### src/rtl/data_mem_arbiter.sv
// Two-port data memory arbiter. Port A has priority, port B is protected
// from starvation by a force-grant counter and may take exclusive ownership
// of the memory (LOCK) for a bounded number of cycles.
module data_mem_arbiter #(
  parameter int STARVE_LIMIT = 4,
  parameter int LOCK_MAX     = 8,
  parameter int MEM_WORDS    = 256
) (
  input  logic        clk,
  input  logic        rst,
  input  logic        reqA,
  input  logic        reqB,
  input  logic [31:0] addrA,
  input  logic [31:0] addrB,
  input  logic [31:0] wdataA,
  input  logic [31:0] wdataB,
  input  logic        weA,
  input  logic        weB,
  input  logic        lockB,
  output logic        gntA,
  output logic        gntB,
  output logic        stallA,
  output logic [31:0] rdataA,
  output logic [31:0] rdataB,
  output logic        rvalidA,
  output logic        rvalidB,
  output logic        errA,
  output logic        errB,
  output logic [31:0] mem_adr,
  output logic [31:0] mem_writeData,
  output logic        mem_memread,
  output logic        mem_memwrite,
  input  logic [31:0] mem_readData
);

  localparam int SW = $clog2(STARVE_LIMIT + 1);
  localparam int LW = $clog2(LOCK_MAX + 1);
  localparam logic [SW-1:0] STARVE_MAX = SW'(STARVE_LIMIT);
  localparam logic [LW-1:0] LOCK_LAST  = LW'(LOCK_MAX - 1);
  localparam logic [31:0]   MEM_LIMIT  = 32'(MEM_WORDS);

  typedef enum logic {ARB, LOCK} state_t;

  state_t        state_reg;
  logic [SW-1:0] starve_cnt_reg;
  logic [LW-1:0] lock_cnt_reg;
  logic          lock_inhibit_reg;
  logic [31:0]   last_adr_reg;

  logic          force_b;
  logic          gnt_a;
  logic          gnt_b;
  logic          any_gnt;
  logic          sel_we;
  logic          sel_in_range;
  logic [31:0]   sel_addr;
  logic [31:0]   sel_wdata;

  // B has waited long enough: it wins the next arbitration regardless of A
  assign force_b = (starve_cnt_reg == STARVE_MAX);

  // Grant decision: A first unless B is forced; only B in LOCK; nothing in reset
  always_comb begin
    gnt_a = 1'b0;
    gnt_b = 1'b0;
    if (rst) begin
      if (state_reg == LOCK) begin
        gnt_b = reqB;
      end else begin
        gnt_a = reqA & ~force_b;
        gnt_b = reqB & ~gnt_a;
      end
    end
  end

  assign gntA   = gnt_a;
  assign gntB   = gnt_b;
  assign stallA = rst & reqA & ~gnt_a;

  assign any_gnt      = gnt_a | gnt_b;
  assign sel_addr     = gnt_a ? addrA  : addrB;
  assign sel_wdata    = gnt_a ? wdataA : wdataB;
  assign sel_we       = gnt_a ? weA    : weB;
  assign sel_in_range = (sel_addr < MEM_LIMIT);

  // Out-of-range or idle slots leave the address parked on the last real access
  assign mem_adr       = (any_gnt & sel_in_range) ? sel_addr : last_adr_reg;
  assign mem_writeData = sel_wdata;
  assign mem_memread   = any_gnt & sel_in_range & ~sel_we;
  assign mem_memwrite  = any_gnt & sel_in_range & sel_we;

  // Arbitration state: ARB/LOCK, starvation counter, lock timer and inhibit
  always_ff @(posedge clk) begin
    if (!rst) begin
      state_reg        <= ARB;
      starve_cnt_reg   <= '0;
      lock_cnt_reg     <= '0;
      lock_inhibit_reg <= 1'b0;
      last_adr_reg     <= '0;
    end else begin
      if (reqB & ~gnt_b) begin
        if (starve_cnt_reg != STARVE_MAX)
          starve_cnt_reg <= starve_cnt_reg + 1'b1;
      end else begin
        starve_cnt_reg <= '0;
      end

      if (any_gnt & sel_in_range)
        last_adr_reg <= sel_addr;

      // Inhibit survives until B lets go of lockB, so a timed-out lock
      // cannot be immediately re-acquired by a B that never released it
      if (!lockB)
        lock_inhibit_reg <= 1'b0;
      else if (state_reg == LOCK && lock_cnt_reg == LOCK_LAST)
        lock_inhibit_reg <= 1'b1;

      case (state_reg)
        ARB: begin
          if (gnt_b & lockB & ~lock_inhibit_reg) begin
            state_reg    <= LOCK;
            lock_cnt_reg <= '0;
          end
        end
        LOCK: begin
          lock_cnt_reg <= lock_cnt_reg + 1'b1;
          if (!lockB || lock_cnt_reg == LOCK_LAST)
            state_reg <= ARB;
        end
        default: state_reg <= ARB;
      endcase
    end
  end

  logic [1:0]  port_gnt;
  logic [1:0]  port_we;
  logic [31:0] rdata_reg [2];
  logic [1:0]  rvalid_reg;
  logic [1:0]  err_reg;

  assign port_gnt = {gnt_b, gnt_a};
  assign port_we  = {weB, weA};

  generate
    for (genvar gi = 0; gi < 2; gi++) begin : g_ret
      // Per-port return path: capture read data, pulse rvalid/err for one cycle
      always_ff @(posedge clk) begin
        if (!rst) begin
          rdata_reg[gi]  <= '0;
          rvalid_reg[gi] <= 1'b0;
          err_reg[gi]    <= 1'b0;
        end else begin
          rvalid_reg[gi] <= 1'b0;
          err_reg[gi]    <= 1'b0;
          if (port_gnt[gi]) begin
            if (sel_in_range) begin
              if (!port_we[gi]) begin
                rdata_reg[gi]  <= mem_readData;
                rvalid_reg[gi] <= 1'b1;
              end
            end else begin
              err_reg[gi] <= 1'b1;
              if (!port_we[gi]) begin
                rdata_reg[gi]  <= '0;
                rvalid_reg[gi] <= 1'b1;
              end
            end
          end
        end
      end
    end
  endgenerate

  assign rdataA  = rdata_reg[0];
  assign rdataB  = rdata_reg[1];
  assign rvalidA = rvalid_reg[0];
  assign rvalidB = rvalid_reg[1];
  assign errA    = err_reg[0];
  assign errB    = err_reg[1];

endmodule

### config.mk
export PLATFORM = sky130hd
export DESIGN_NAME = data_mem_arbiter
export DESIGN_NICKNAME = d
export VERILOG_FILES = /design/src/rtl/data_mem_arbiter.sv
export SDC_FILE = /design/constraint.sdc
export NUM_CORES = 1
export LEC_CHECK = 0
export CAP_MARGIN = 20
export CORE_MARGIN = 2
export CORE_UTILIZATION = 37
export CTS_CLUSTER_DIAMETER = 60
export DETAILED_ROUTE_END_ITERATION = 8
export PLACE_DENSITY = 0.81
export SLEW_MARGIN = 20
export SYNTH_ARGS = -nofsm -noshare
export SYNTH_HDL_FRONTEND = slang
export SYNTH_SLANG_ARGS = --single-unit
### constraint.sdc
create_clock -name clk -period 6.2 [get_ports clk]
set_clock_uncertainty 0.15 [all_clocks]
set_input_delay 1.24 -clock clk [delete_from_list [all_inputs] [get_ports clk]]
set_output_delay 1.24 -clock clk [all_outputs]
set_load 0.05 [all_outputs]
==> flow_metrics.py, run 1 <==
metrics = {
    "flow_run": {
        "maxCapViolCount": 0,
    },
    "power": {
        "vdd_drop_max_uv": 141,
        "switchingPower_mw": 0.494,
        "leakagePower_nw": 3.79,
        "power_density_nw_per_um2": 207,
        "p_clk_share_pct": 32.5,
        "p_seq_share_pct": 43.6,
        "power_switching_share_pct": 27.4,
        "intPower_mw": 1.31,
        "pwr-share-comb_pct": 23.9,
    },
    "timing": {
        "rsz0062_at_grt": "false",
        "setup_tns_ps": 0,
        "worstMarginPinSlew_ps": 837,
        "fmax_mhz": 181,
        "min_period_over_period_pct": 88.9,
        "setup_viol": 0,
        "period_minus_slack_ps": 5510,
        "maxSlewViolCount": 0,
        "slew_headroom_pct": 44.2,
        "finalHoldViolations": 0,
    },
    "routing": {
        "drtIter0Drc": 339,
        "ant_nets": 0,
        "drc": 0,
        "finalWirelength_um": 16300,
        "wire_per_inst_um": 17.4,
        "route.vias.total": 4428,
        "viasPerCell": 4.74,
        "drt_first_pass_iters": 4,
    },
    "worst_setup_path": {
        "cpMaxStageDelayCell": "clkdlybuf4s50_1",
        "cp_num_buf_inv": 3,
        "max_stage_delay_ps": 890,
        "setup.worst_path.start": "rst",
        "required_ps": 4810,
        "worstPathCellList": "clkdlybuf4s50_1 -> nand3_2 -> mux2i_2 -> o21ai_4 -> buf_4 -> mux2i_1 -> buf_12",
        "path_max_fanout": 64,
        "crit_type": "input pin to output port",
        "r2r-start": "starve_cnt_reg[0]$_SDFFE_PN0N_",
        "endpoint": "mem_adr[2]",
        "worstRegToRegCells": 8,
        "worstReg2RegEnd": "rdata_reg[1][26]$_SDFFCE_PP0P_",
        "critPathTopFamily": "buffers and inverters",
        "start_kind": "input pin",
        "worst-path-stages": 7,
        "end_kind": "output port",
        "rrSetupSlack_ps": 3080,
        "worstPathArrival_ps": 4120,
    },
    "yosys": {
        "synth_area_per_cell_um2": 10.4,
        "synth_area_um2": 4830,
        "syn_inst": 464,
        "ys_ff_latch": 109,
        "yosysWarnings": 0,
        "synthArstFlopShare_pct": 0,
        "synth_seq_area_share_pct": 58.5,
        "synth_edf_count": 64,
        "synth_nets": 634,
        "synth_cell_types": 36,
        "synth-main-ff-cell": "edfxtp_1",
    },
    "place": {
        "dp_hpwl_um": 12800,
        "portBuffers": 303,
        "gp_congestion": 0.944,
    },
    "cells_and_area": {
        "fin_nets": 927,
        "area_delta_synth_final_pct": 80.9,
        "fin_util_pct": 68.9,
        "drive_gt1_share_pct": 12.9,
        "largest_reg_flops": 64,
        "insertedDiodeCount": 0,
        "fillers": 885,
    },
    "clocking": {
        "cts_sinks": 109,
        "post-cts-setup-buffers": 0,
        "clk_latency_ps": 330,
        "numCtsBuffers": 9,
        "htree_num_levels": 3,
        "clkTransAtPathRegs_ps": 70,
        "root_buffer": "clkbuf_16",
        "cts_tree": "built",
        "cts_hold_buf": 0,
        "clk_path_buf_depth": 2,
        "cts_resized": 0,
    },
    "global_routing": {
        "grt_pass1_wl_um": 25400,
        "antenna_found_initial": 0,
        "grt_max_degree": 65,
        "first_global_vias": 4636,
        "grt_overflow": 0,
        "grt_usage_pct": 23.1,
    },
    "worst_hold_path": {
        "hold_path_class": "flip-flop to flip-flop",
    },
    "die": {
        "die-area_um2": 14000,
        "die_w_um": 118,
        "row_count": 41,
        "start_util_pct": 38.1,
        "core_area_um2": 12700,
        "ioPinCount": 304,
        "die_y_um": 118,
    },
    "run_status": {
        "status": "finished clean",
    },
}
==> per-layer routing <==
layer | global-route usage (%) | wire, µm | share of wire (%)
met1 | 26.3 | 6240 | 38
met2 | 40.4 | 8220 | 50
met3 | 7.29 | 1290 | 7.9
met4 | 8.73 | 533 | 3.3
met5 | 0 | 0 | 0
==> power by group through the flow <==
stage	sequential [mW]	clock [mW]	combinational (mW)
finish	0.788	0.587	0.432
floorplan	0.871	0	0.114
global placement	0.805	0	0.420
global route	0.790	0.626	0.448
CTS	0.789	0.603	0.428
detailed placement	0.805	0	0.427
==> cell usage after synthesis (3+ instances only) <==
library cell,count,area share [%]
and2_1,89,12
and3_1,24,3.1
buf_1,3,0.23
buf_2,7,0.73
buf_6,5,1.2
clkbuf_1,12,0.93
dfxtp_1,45,19
edfxtp_1,64,40
ha_1,3,0.78
inv_1,11,0.86
mux2i_1,25,5.2
nand2_1,117,9.1
nand3_1,3,0.31
nor2_1,14,1.1
nor4_1,12,1.6
o21ai_0,5,0.52
==> worst register-to-register path, cell delays in order, from the launching register on <==
cell     delay, ps
dfxtp_1        370
inv_1           60
ha_1           270
a21oi_4        200
nand3_2        330
inv_4          450
nor2_1         140
o211a_1        560
and2_1         340
==> cell usage in the layout (no fill, tap or decap), types with 2 or more instances in the layout <==
cell type | Yosys | routed
clkdlybuf4s50_1 | 0 | 236
nand2_1 | 117 | 117
and2_1 | 89 | 89
edfxtp_1 | 64 | 64
dfxtp_1 | 45 | 45
buf_12 | 0 | 43
buf_4 | 0 | 28
mux2i_1 | 25 | 25
and3_1 | 24 | 24
nor2_1 | 14 | 14
nor4_1 | 12 | 12
inv_1 | 11 | 11
clkbuf_16 | 0 | 9
o21ai_4 | 0 | 3
o21ai_0 | 5 | 3
nand3_1 | 3 | 3
ha_1 | 3 | 3
clkinv_4 | 0 | 3
a21o_1 | 2 | 2
nand4_1 | 2 | 2
a31oi_1 | 2 | 2
a21oi_1 | 2 | 2
nor3_1 | 2 | 2
buf_16 | 0 | 2
==> how the worst min path moves through the flow <==
| stage | depth (start not counted) | startpoint | slack (ps) | end |
|---|---|---|---|---|
| finish | 2 | lock_inhibit_reg$_SDFFE_PN0P_ | 330 | lock_inhibit_reg$_SDFFE_PN0P_ |
| global route | 2 | last_adr_reg[5]$_SDFF_PN0_ | 350 | last_adr_reg[5]$_SDFF_PN0_ |
| CTS | 2 | last_adr_reg[0]$_SDFF_PN0_ | 330 | last_adr_reg[0]$_SDFF_PN0_ |
| detailed placement | 2 | lock_inhibit_reg$_SDFFE_PN0P_ | 320 | lock_inhibit_reg$_SDFFE_PN0P_ |
| global placement | 1 | lock_cnt_reg[3]$_SDFFE_PN0P_ | 290 | lock_cnt_reg[3]$_SDFFE_PN0P_ |
| floorplan | 1 | lock_cnt_reg[3]$_SDFFE_PN0P_ | 280 | lock_cnt_reg[3]$_SDFFE_PN0P_ |
==> through the flow <==
step	area [µm²]	power (mW)	setup WS (ps)	hold WS [ps]	std cells
global route	8730	1.86	461	350	934
global placement	8360	1.22	854	293	916
CTS	8670	1.82	685	330	932
finish	8730	1.81	687	329	934
floorplan	4830	0.985	1330	279	464
detailed placement	8360	1.23	691	318	916
==> cells by family after synthesis <==
| kind of cell | after synthesis | share of synthesized area [%] |
|---|---|---|
| xor+xnor | 1 | 0.182 |
| flops | 109 | 58.5 |
| buf+inv | 39 | 4.04 |
| mux | 26 | 5.47 |
| compound gates | 16 | 2.39 |
| simple gates | 270 | 28.6 |
| fa+ha+maj | 3 | 0.778 |
==> final cells by class <==
cell class | count | area, µm² | area share (%)
inverter | 12 | 47.5 | 0.545
sequential | 109 | 2820 | 32.3
clock buffer | 9 | 225 | 2.58
clock inverter | 7 | 92.6 | 1.06
timing repair buffer | 309 | 3490 | 40.0
tap | 172 | 215 | 2.47
multi-input combinational | 316 | 1840 | 21.1
(Power assumes the default switching activity.)
==> run 2: changes to the inputs <==
CORE_AREA = 2 2 118 120   (was unset)
CORE_MARGIN = unset   (was 2)
CORE_UTILIZATION = unset   (was 37)
DIE_AREA = 0 0 120 122   (was unset)
PLACE_DENSITY = 0.79   (was 0.81)
==> run 2 against run 1 <==
Worst setup slack better by 130 ps; sequential power is essentially flat; critical path depth is the same; cell count rose by 0.75%; clock power decreased by 3%; utilization is 4.5 points lower; register-to-register slack worse by 330 ps; power down 1.2%; non-clock buffer count fell by 1; wire length shrank 3.9%.
==> flow_metrics.py, run 2 (same netlist as run 1, synthesis figures left out) <==
metrics = {
    "run_status": {
        "status": "finished clean",
    },
    "place": {
        "portBuffers": 303,
        "gp_congestion": 0.826,
        "dp_hpwl_um": 12100,
        "dp.cells": 924,
    },
    "worst_setup_path": {
        "cp_num_buf_inv": 3,
        "worstPathCellList": "clkdlybuf4s50_1 -> nand3_2 -> mux2i_2 -> o21ai_4 -> buf_4 -> mux2i_1 -> buf_12",
        "crit_type": "input pin to output port",
        "max_stage_delay_ps": 750,
        "worstPathArrival_ps": 3990,
        "cpMaxStageDelayCell": "clkdlybuf4s50_1",
        "start_kind": "input pin",
        "path_max_fanout": 60,
        "end_kind": "output port",
        "critPathTopFamily": "buffers and inverters",
        "required_ps": 4810,
    },
    "cells_and_area": {
        "insertedDiodeCount": 0,
        "final_cell_mix": "236 x clkdlybuf4s50_1, 117 x nand2_1, 89 x and2_1, 64 x edfxtp_1, 45 x dfxtp_1",
        "multiInputGateArea_um2": 1840,
        "largest_reg_flops": 64,
        "fillers": 1026,
        "seqCellArea_um2": 2820,
        "drive_gt1_share_pct": 12.7,
        "area_delta_synth_final_pct": 80.2,
        "fin_util_pct": 64.4,
        "final_common_cell": "clkdlybuf4s50_1",
        "fin_nets": 926,
        "layoutNonFillerInstCount": 941,
    },
    "clocking": {
        "clk_latency_ps": 330,
        "htree_num_levels": 3,
        "cts_resized": 0,
        "root_buffer": "clkbuf_16",
        "clk_path_buf_depth": 2,
        "cts_tree": "built",
        "cts_hold_buf": 0,
        "numCtsBuffers": 9,
        "post-cts-setup-buffers": 0,
        "cts_sinks": 109,
        "clkTransAtPathRegs_ps": 70,
    },
    "routing": {
        "route.vias.total": 4374,
        "ant_nets": 0,
        "viasPerCell": 4.65,
        "drtIter0Drc": 273,
        "drc": 0,
        "finalWirelength_um": 15700,
        "drt_first_pass_iters": 5,
        "wire_per_inst_um": 16.6,
    },
    "global_routing": {
        "antenna_found_initial": 0,
        "first_global_vias": 4414,
        "busiest_layer": "met2",
        "grt.met3_usage_pct": 5.62,
        "use_met1_pct": 24.7,
        "grtUsageMet2_pct": 36.3,
        "grt_overflow": 0,
        "grt_pass1_wl_um": 23400,
        "grt_usage_pct": 20.8,
        "grt_max_degree": 61,
    },
    "die": {
        "ioPinCount": 304,
        "core_area_um2": 13500,
        "die_w_um": 120,
        "die-area_um2": 14600,
        "die_y_um": 122,
        "row_count": 43,
        "start_util_pct": 35.7,
    },
    "timing": {
        "worstMarginPinSlew_ps": 1040,
        "min_period_over_period_pct": 86.8,
        "period_minus_slack_ps": 5380,
        "slew_headroom_pct": 30.7,
        "fmax_mhz": 186,
        "timing.hold.ws_ps": 326,
        "finalHoldViolations": 0,
        "setup_tns_ps": 0,
        "rsz0062_at_grt": "false",
        "maxSlewViolCount": 0,
        "setup_viol": 0,
    },
    "power": {
        "vdd_drop_max_uv": 124,
        "power_density_nw_per_um2": 205,
        "leakagePower_nw": 3.78,
    },
    "worst_hold_path": {
        "hold_path_class": "flip-flop to flip-flop",
    },
    "flow_run": {
        "maxCapViolCount": 0,
    },
}
## run 2: final timing paths
kind                            cells past startpoint  slack [ps]                             to                      startpoint
worst max-delay path                                7         820                     mem_adr[0]                             rst
worst min-delay path                                2         330     last_adr_reg[2]$_SDFF_PN0_      last_adr_reg[2]$_SDFF_PN0_
worst max register to register                      9        2750  rdata_reg[1][0]$_SDFFCE_PP0P_  starve_cnt_reg[0]$_SDFFE_PN0N_
worst min register to register                      2         330     last_adr_reg[2]$_SDFF_PN0_      last_adr_reg[2]$_SDFF_PN0_
## run 2: layer usage
metal	part of all wire, %	wire length (µm)
met1	40	6270
met2	50	7810
met3	7.1	1120
met4	2.9	455
met5	0	0
## run 2: cell type report
type / instances / share of cell area (%)
Tap cell: 180 / 2.59
Multi-Input combinational cell: 316 / 21.1
Timing Repair Buffer: 308 / 39.8
Inverter: 12 / 0.547
Clock buffer: 9 / 2.59
Sequential cell: 109 / 32.5
Clock inverter: 7 / 0.906
## run 2: worst reg2reg max path: stages, from the launching register on
cell and delay [ps]:
dfxtp_1 380, inv_1 60, ha_1 260, a21oi_4 200, nand3_2 330, buf_4 410
inv_4 370, nor2_1 130, o211a_1 560, and2_1 350
## run 2: power breakdown
part | internal (mW) | switching (mW)
logic | 0.205 | 0.221
clock network | 0.290 | 0.282
registers | 0.782 | 0.00590
## run 2: through the flow
step           cell area (µm²)  setup slack [ps]  power (mW)
2_1_floorplan             4830              1330       0.985
3_3_place_gp              8370               974        1.22
3_5_place_dp              8370               818        1.23
4_1_cts                   8670               806        1.80
5_1_grt                   8700               639        1.85
6_report                  8700               820        1.79
